==> config.mk <==
export PLATFORM = sky130hd
export DESIGN_NAME = barrel_shift_bist
export DESIGN_NICKNAME = d
export VERILOG_FILES = /design/src/rtl/barrel_shift_bist.sv
export SDC_FILE = /design/constraint.sdc
export NUM_CORES = 1
export LEC_CHECK = 0
export ABC_AREA = 1
export CORE_MARGIN = 5
export CORE_UTILIZATION = 55
export CTS_CLUSTER_DIAMETER = 60
export DETAILED_ROUTE_END_ITERATION = 16
export GPL_TIMING_DRIVEN = 0
export PLACE_DENSITY_LB_ADDON = 0.08
export SYNTH_ARGS = -nofsm -noshare
export SYNTH_HDL_FRONTEND = slang
export SYNTH_SLANG_ARGS = --single-unit
==> constraint.sdc <==
create_clock -name clk -period 2.95 [get_ports clk]
set_input_delay 0.4425 -clock clk [delete_from_list [all_inputs] [get_ports clk]]
set_output_delay 0.4425 -clock clk [all_outputs]
set_load 0.02 [all_outputs]
==> src/rtl/barrel_shift_bist.sv <==
// Stimulus/response engine for the 32-bit barrel shifter: LFSR vectors, bit-serial reference, compare.
// Optional macro BIST_FAIL_STOP_EN: stop on the first mismatch and freeze the failing vector.
module barrel_shift_bist #(
  parameter int unsigned NUM_VECTORS = 64,
  parameter logic [31:0] SEED        = 32'h0000_0001,
  parameter int unsigned ROTATE      = 0,
  parameter int unsigned ERR_W       = 16
) (
  input  logic             clk,
  input  logic             reset,
  input  logic             start,
  output logic [31:0]      dutNum,
  output logic [4:0]       dutAmt,
  output logic             dutLr,
  input  logic [31:0]      dutShiftedNum,
  output logic             busy,
  output logic             done,
  output logic             pass,
  output logic [ERR_W-1:0] errCount,
  output logic [ERR_W-1:0] firstFailIdx,
  output logic             firstFailValid
);

  localparam logic [31:0]      LFSR_MASK = 32'h8020_0003;
  localparam logic [31:0]      SEED_INIT = (SEED == 32'd0) ? 32'd1 : SEED;
  localparam logic [ERR_W-1:0] LAST_K    = ERR_W'(NUM_VECTORS - 1);

  typedef enum logic [2:0] {S_IDLE, S_LOAD, S_SHIFT, S_COMPARE, S_DONE} state_e;

  state_e           state_q, state_d;
  logic [31:0]      lfsr_q, lfsr_d;
  logic [ERR_W-1:0] k_q, k_d;
  logic [31:0]      ref_q, ref_d;
  logic [4:0]       rem_q, rem_d;
  logic [31:0]      num_q, num_d;
  logic [4:0]       amt_q, amt_d;
  logic             lr_q, lr_d;
  logic             busy_q, busy_d;
  logic             done_q, done_d;
  logic             pass_q, pass_d;
  logic [ERR_W-1:0] err_q, err_d;
  logic [ERR_W-1:0] ffi_q, ffi_d;
  logic             ffv_q, ffv_d;

  logic [5:0]       k_lo_c;
  logic             mismatch_c;
  logic [ERR_W-1:0] err_inc_c;
  logic [ERR_W-1:0] err_next_c;
  logic             fill_c;

  // State register with synchronous reset
  always_ff @(posedge clk) begin
    if (reset) begin
      state_q <= S_IDLE;
      lfsr_q  <= SEED_INIT;
      k_q     <= '0;
      ref_q   <= '0;
      rem_q   <= '0;
      num_q   <= '0;
      amt_q   <= '0;
      lr_q    <= 1'b0;
      busy_q  <= 1'b0;
      done_q  <= 1'b0;
      pass_q  <= 1'b0;
      err_q   <= '0;
      ffi_q   <= '0;
      ffv_q   <= 1'b0;
    end else begin
      state_q <= state_d;
      lfsr_q  <= lfsr_d;
      k_q     <= k_d;
      ref_q   <= ref_d;
      rem_q   <= rem_d;
      num_q   <= num_d;
      amt_q   <= amt_d;
      lr_q    <= lr_d;
      busy_q  <= busy_d;
      done_q  <= done_d;
      pass_q  <= pass_d;
      err_q   <= err_d;
      ffi_q   <= ffi_d;
      ffv_q   <= ffv_d;
    end
  end

  // Next-state and datapath
  always_comb begin
    state_d = state_q;
    lfsr_d  = lfsr_q;
    k_d     = k_q;
    ref_d   = ref_q;
    rem_d   = rem_q;
    num_d   = num_q;
    amt_d   = amt_q;
    lr_d    = lr_q;
    busy_d  = busy_q;
    done_d  = done_q;
    pass_d  = pass_q;
    err_d   = err_q;
    ffi_d   = ffi_q;
    ffv_d   = ffv_q;

    k_lo_c     = 6'(k_q);
    mismatch_c = (dutShiftedNum != ref_q);
    err_inc_c  = (err_q == '1) ? err_q : err_q + ERR_W'(1);
    err_next_c = mismatch_c ? err_inc_c : err_q;
    fill_c     = 1'b0;

    unique case (state_q)
      S_IDLE, S_DONE: begin
        if (start) begin
          err_d   = '0;
          ffi_d   = '0;
          ffv_d   = 1'b0;
          done_d  = 1'b0;
          pass_d  = 1'b0;
          busy_d  = 1'b1;
          lfsr_d  = SEED_INIT;
          k_d     = '0;
          state_d = S_LOAD;
        end
      end

      S_LOAD: begin
        num_d   = lfsr_q;
        amt_d   = k_lo_c[4:0];
        lr_d    = k_lo_c[5];
        ref_d   = lfsr_q;
        rem_d   = k_lo_c[4:0];
        state_d = (k_lo_c[4:0] == 5'd0) ? S_COMPARE : S_SHIFT;
      end

      S_SHIFT: begin
        if (lr_q) begin
          if (ROTATE != 0) fill_c = ref_q[0];
          ref_d = {fill_c, ref_q[31:1]};
        end else begin
          if (ROTATE != 0) fill_c = ref_q[31];
          ref_d = {ref_q[30:0], fill_c};
        end
        rem_d = rem_q - 5'd1;
        if (rem_q == 5'd1) state_d = S_COMPARE;
      end

      S_COMPARE: begin
        err_d = err_next_c;
        if (mismatch_c && !ffv_q) begin
          ffi_d = k_q;
          ffv_d = 1'b1;
        end
`ifdef BIST_FAIL_STOP_EN
        if (mismatch_c || (k_q == LAST_K)) begin
`else
        if (k_q == LAST_K) begin
`endif
          busy_d  = 1'b0;
          done_d  = 1'b1;
          pass_d  = (err_next_c == '0);
          state_d = S_DONE;
        end else begin
          lfsr_d  = lfsr_q[0] ? ((lfsr_q >> 1) ^ LFSR_MASK) : (lfsr_q >> 1);
          k_d     = k_q + ERR_W'(1);
          state_d = S_LOAD;
        end
      end

      default: state_d = S_IDLE;
    endcase
  end

  assign dutNum         = num_q;
  assign dutAmt         = amt_q;
  assign dutLr          = lr_q;
  assign busy           = busy_q;
  assign done           = done_q;
  assign pass           = pass_q;
  assign errCount       = err_q;
  assign firstFailIdx   = ffi_q;
  assign firstFailValid = ffv_q;

endmodule
==> run summary <==
drt total wl: 22,800 um
Clk pin slew, worst setup/hold paths: 60 ps
sequential power share: 0.380
CP peak stage delay: 510 ps
clk sinks: 162
Peak supply drop: 0.507 mV
grt total ovfl: 0
gr usage total: 0.274
Post-Syn Nets: 1,217
count of final hold-check violations: 0
Switching Share: 0.354
root buf cell: clkbuf_16
DRT Pass-1 Iters: 6
Slew Limit Fails: 0
net switching power: 2.20 mW
Final ANT Viol Nets: 0
CTS buffer count: 17
post_cts resized: 0
CTS tree: done
Power Density: 638 nW/um^2
core area: 13,900 um^2
LEAKAGE: 3.52 nW
power share of the combinational group: 0.251
RSZ-0062 raised after global routing: false
outcome: complete, no violations
Min Hold Slack: 458 ps
met1 Resource Use GR: 0.395
CP Max Fanout: 10
Worst EP arrival: 2600 ps
final setup violation count: 0
sequence of cells on the critical path: ha_1, nand3_2, nor3_4, nand3_2, buf_2, nand3_1, nand2_1, nand2_1, nor2_1, nand2_1, nor2_1, nand2_1, a21oi_2
# Post-CTS Setup Buffers: 0
GRT met3 Usage: 0.0565
io pins: 109
cell area after synthesis: 7850 um^2
CTS max path bufs: 2
Clk Latency, worst-skew pair: 430 ps
via count: 8,184
clock share of power: 0.369
grt met2 use: 0.418
synth unique cells: 36
CTS Hold Bufs: 0
drt initial violations: 806
P&R area growth vs syn: 24.2%
most frequent cells in the layout: nand2_1, dfxtp_1, a21oi_1
# Max-Cap Violations: 0
Yosys reg bits: 162
global route hottest layer: met2
Syn Inst Count: 1,177
layout cells sized above 1: 0.0631
Synth area leaders: dfxtp_1, nand2_1, a21oi_1
Synth area leader: dfxtp_1
Nets: 1,343
Mapped Avg Cell Area: 6.67 um^2
CP Launch Type: flop
H-tree depth: 4
critical path class: reg -> reg
Hold Crit Class: reg -> reg
IO buf count: 107
row cnt: 43
Setup crit end kind: flop
routability congestion estimate: 0.958
Crit path required time: 3240 ps
Clock Skew: 7.77 ps
Fmax: 434 MHz
Initial Util: 0.564
Die Span Y: 129 um
vias in the first global route: 7,509
Post-route DRC: 0
sequential fraction of the synthesis area: 0.413
first-pass GRT wire length: 36,900 um
routed vias/inst: 5.47
commonest non-fill, non-tap cell in the layout: nand2_1
placed wire-length estimate: 16,300 um
final period utilization: 0.782
die width: 129 um
Yosys Warn Count: 0
pin count of the biggest net entering global routing: 17
crit path time final: 2310 ps
die area: 16,800 um^2
WL/cell: 15.3 um
top-area cell type share of the netlist area: 0.413
CP max stage cell: dfxtp_1
Final TNS setup: 0 ps
initial antenna violation count: 0
Max-slew headroom: 0.576
diode count: 0
internal power: 4.02 mW
Worst Max-Slew Pin Slew: 636 ps
Crit path top cell by count: nand2_1
==> state kept, by name, summed over array words and instances, names as in the netlist <==
signal / flops
busy: 1
done: 1
dutAmt: 5
dutLr: 1
dutNum: 32
errCount: 16
firstFailIdx: 16
firstFailValid: 1
k_q: 16
lfsr_q: 32
pass: 1
ref_q: 32
rem_q: 5
state_q: 3
==> critical path: cells and delay by family (launching register included) <==
| kind | cells | cell delay [ps] |
|---|---|---|
| AO/OA/AOI/OAI | 1 | 50 |
| adder cells (fa/ha/maj) | 1 | 320 |
| buffers and inverters | 1 | 250 |
| flip-flops | 1 | 510 |
| AND/OR/NAND/NOR | 10 | 1040 |
==> area by class of cell <==
class	instances	area, um^2
Buffer	53	228
Inverter	79	297
Fill cell	1225	4180
Tap cell	180	225
Multi-Input combinational cell	883	4090
Clock buffer	17	425
Timing Repair Buffer	107	1070
Sequential cell	162	3240
Clock inverter	14	179
==> path summary, 6_finish.rpt <==
path / cells past startpoint / startpoint / to / slack [ps]
setup / recovery: 13 / errCount[0] / pass / 640
hold / removal: 2 / firstFailIdx[12] / firstFailIdx[12] / 460
setup reg to reg: 13 / errCount[0] / pass / 640
hold reg to reg: 2 / firstFailIdx[12] / firstFailIdx[12] / 460
==> metrics by stage <==
| stage | cells | util | area [um^2] | worst slack, ps | power (mW) |
|---|---|---|---|---|---|
| 2_1_floorplan | 1177 | - | 7850 | 957 | 3.36 |
| 3_3_place_gp | 1464 | 0.657 | 9150 | 330 | 3.90 |
| 3_5_place_dp | 1464 | 0.657 | 9150 | 326 | 3.93 |
| 4_1_cts | 1495 | 0.700 | 9750 | 639 | 6.19 |
| 5_1_grt | 1495 | 0.700 | 9750 | 400 | 6.46 |
| 6_report | 1495 | 0.700 | 9750 | 643 | 6.22 |
==> cell families (layout without fill, tap and decap cells) <==
logic type      Yosys count  after routing  share of synthesized area
compound gates          201            201                      0.139
simple gates            650            650                      0.343
fa+ha+maj                 5              5                    0.00797
flops                   162            162                      0.413
xor+xnor                 27             27                     0.0301
buf+inv                 132            270                     0.0668
==> cell usage after synthesis <==
library cell	n
buf_2	8
inv_1	71
a21oi_2	2
dfxtp_1	162
buf_4	1
nor3_1	10
a2111oi_0	1
or2_2	13
buf_1	5
xnor2_1	22
nand2_2	3
a2bb2oi_1	1
xor2_1	5
nand3_2	2
o21a_1	1
o21ai_4	1
nand3_1	48
clkinv_1	1
nand2_4	2
a21oi_1	118
ha_1	5
nor3_2	6
nand2_1	485
clkbuf_1	37
nor2_4	2
o21ai_1	2
o31ai_1	2
inv_2	7
nor4_1	1
o211ai_1	4
nand4_1	8
o21ai_0	33
a31oi_1	36
nor2_1	67
nor3_4	3
buf_6	2
==> layer usage <==
layer,routed length [um],vias to the layer above
li1,-,4045
met4,392,0
met5,0,-
met2,10100,358
met1,10400,3741
met3,1940,40
==> power groups by stage <==
stage,Sequential (mW),Combinational (mW),Clock [mW]
floorplan,2.43,0.932,0
global placement,2.41,1.49,0
global route,2.37,1.70,2.39
CTS,2.36,1.53,2.30
finish,2.37,1.56,2.29
detailed placement,2.41,1.52,0
No activity file was read; power rests on OpenSTA's default activity.
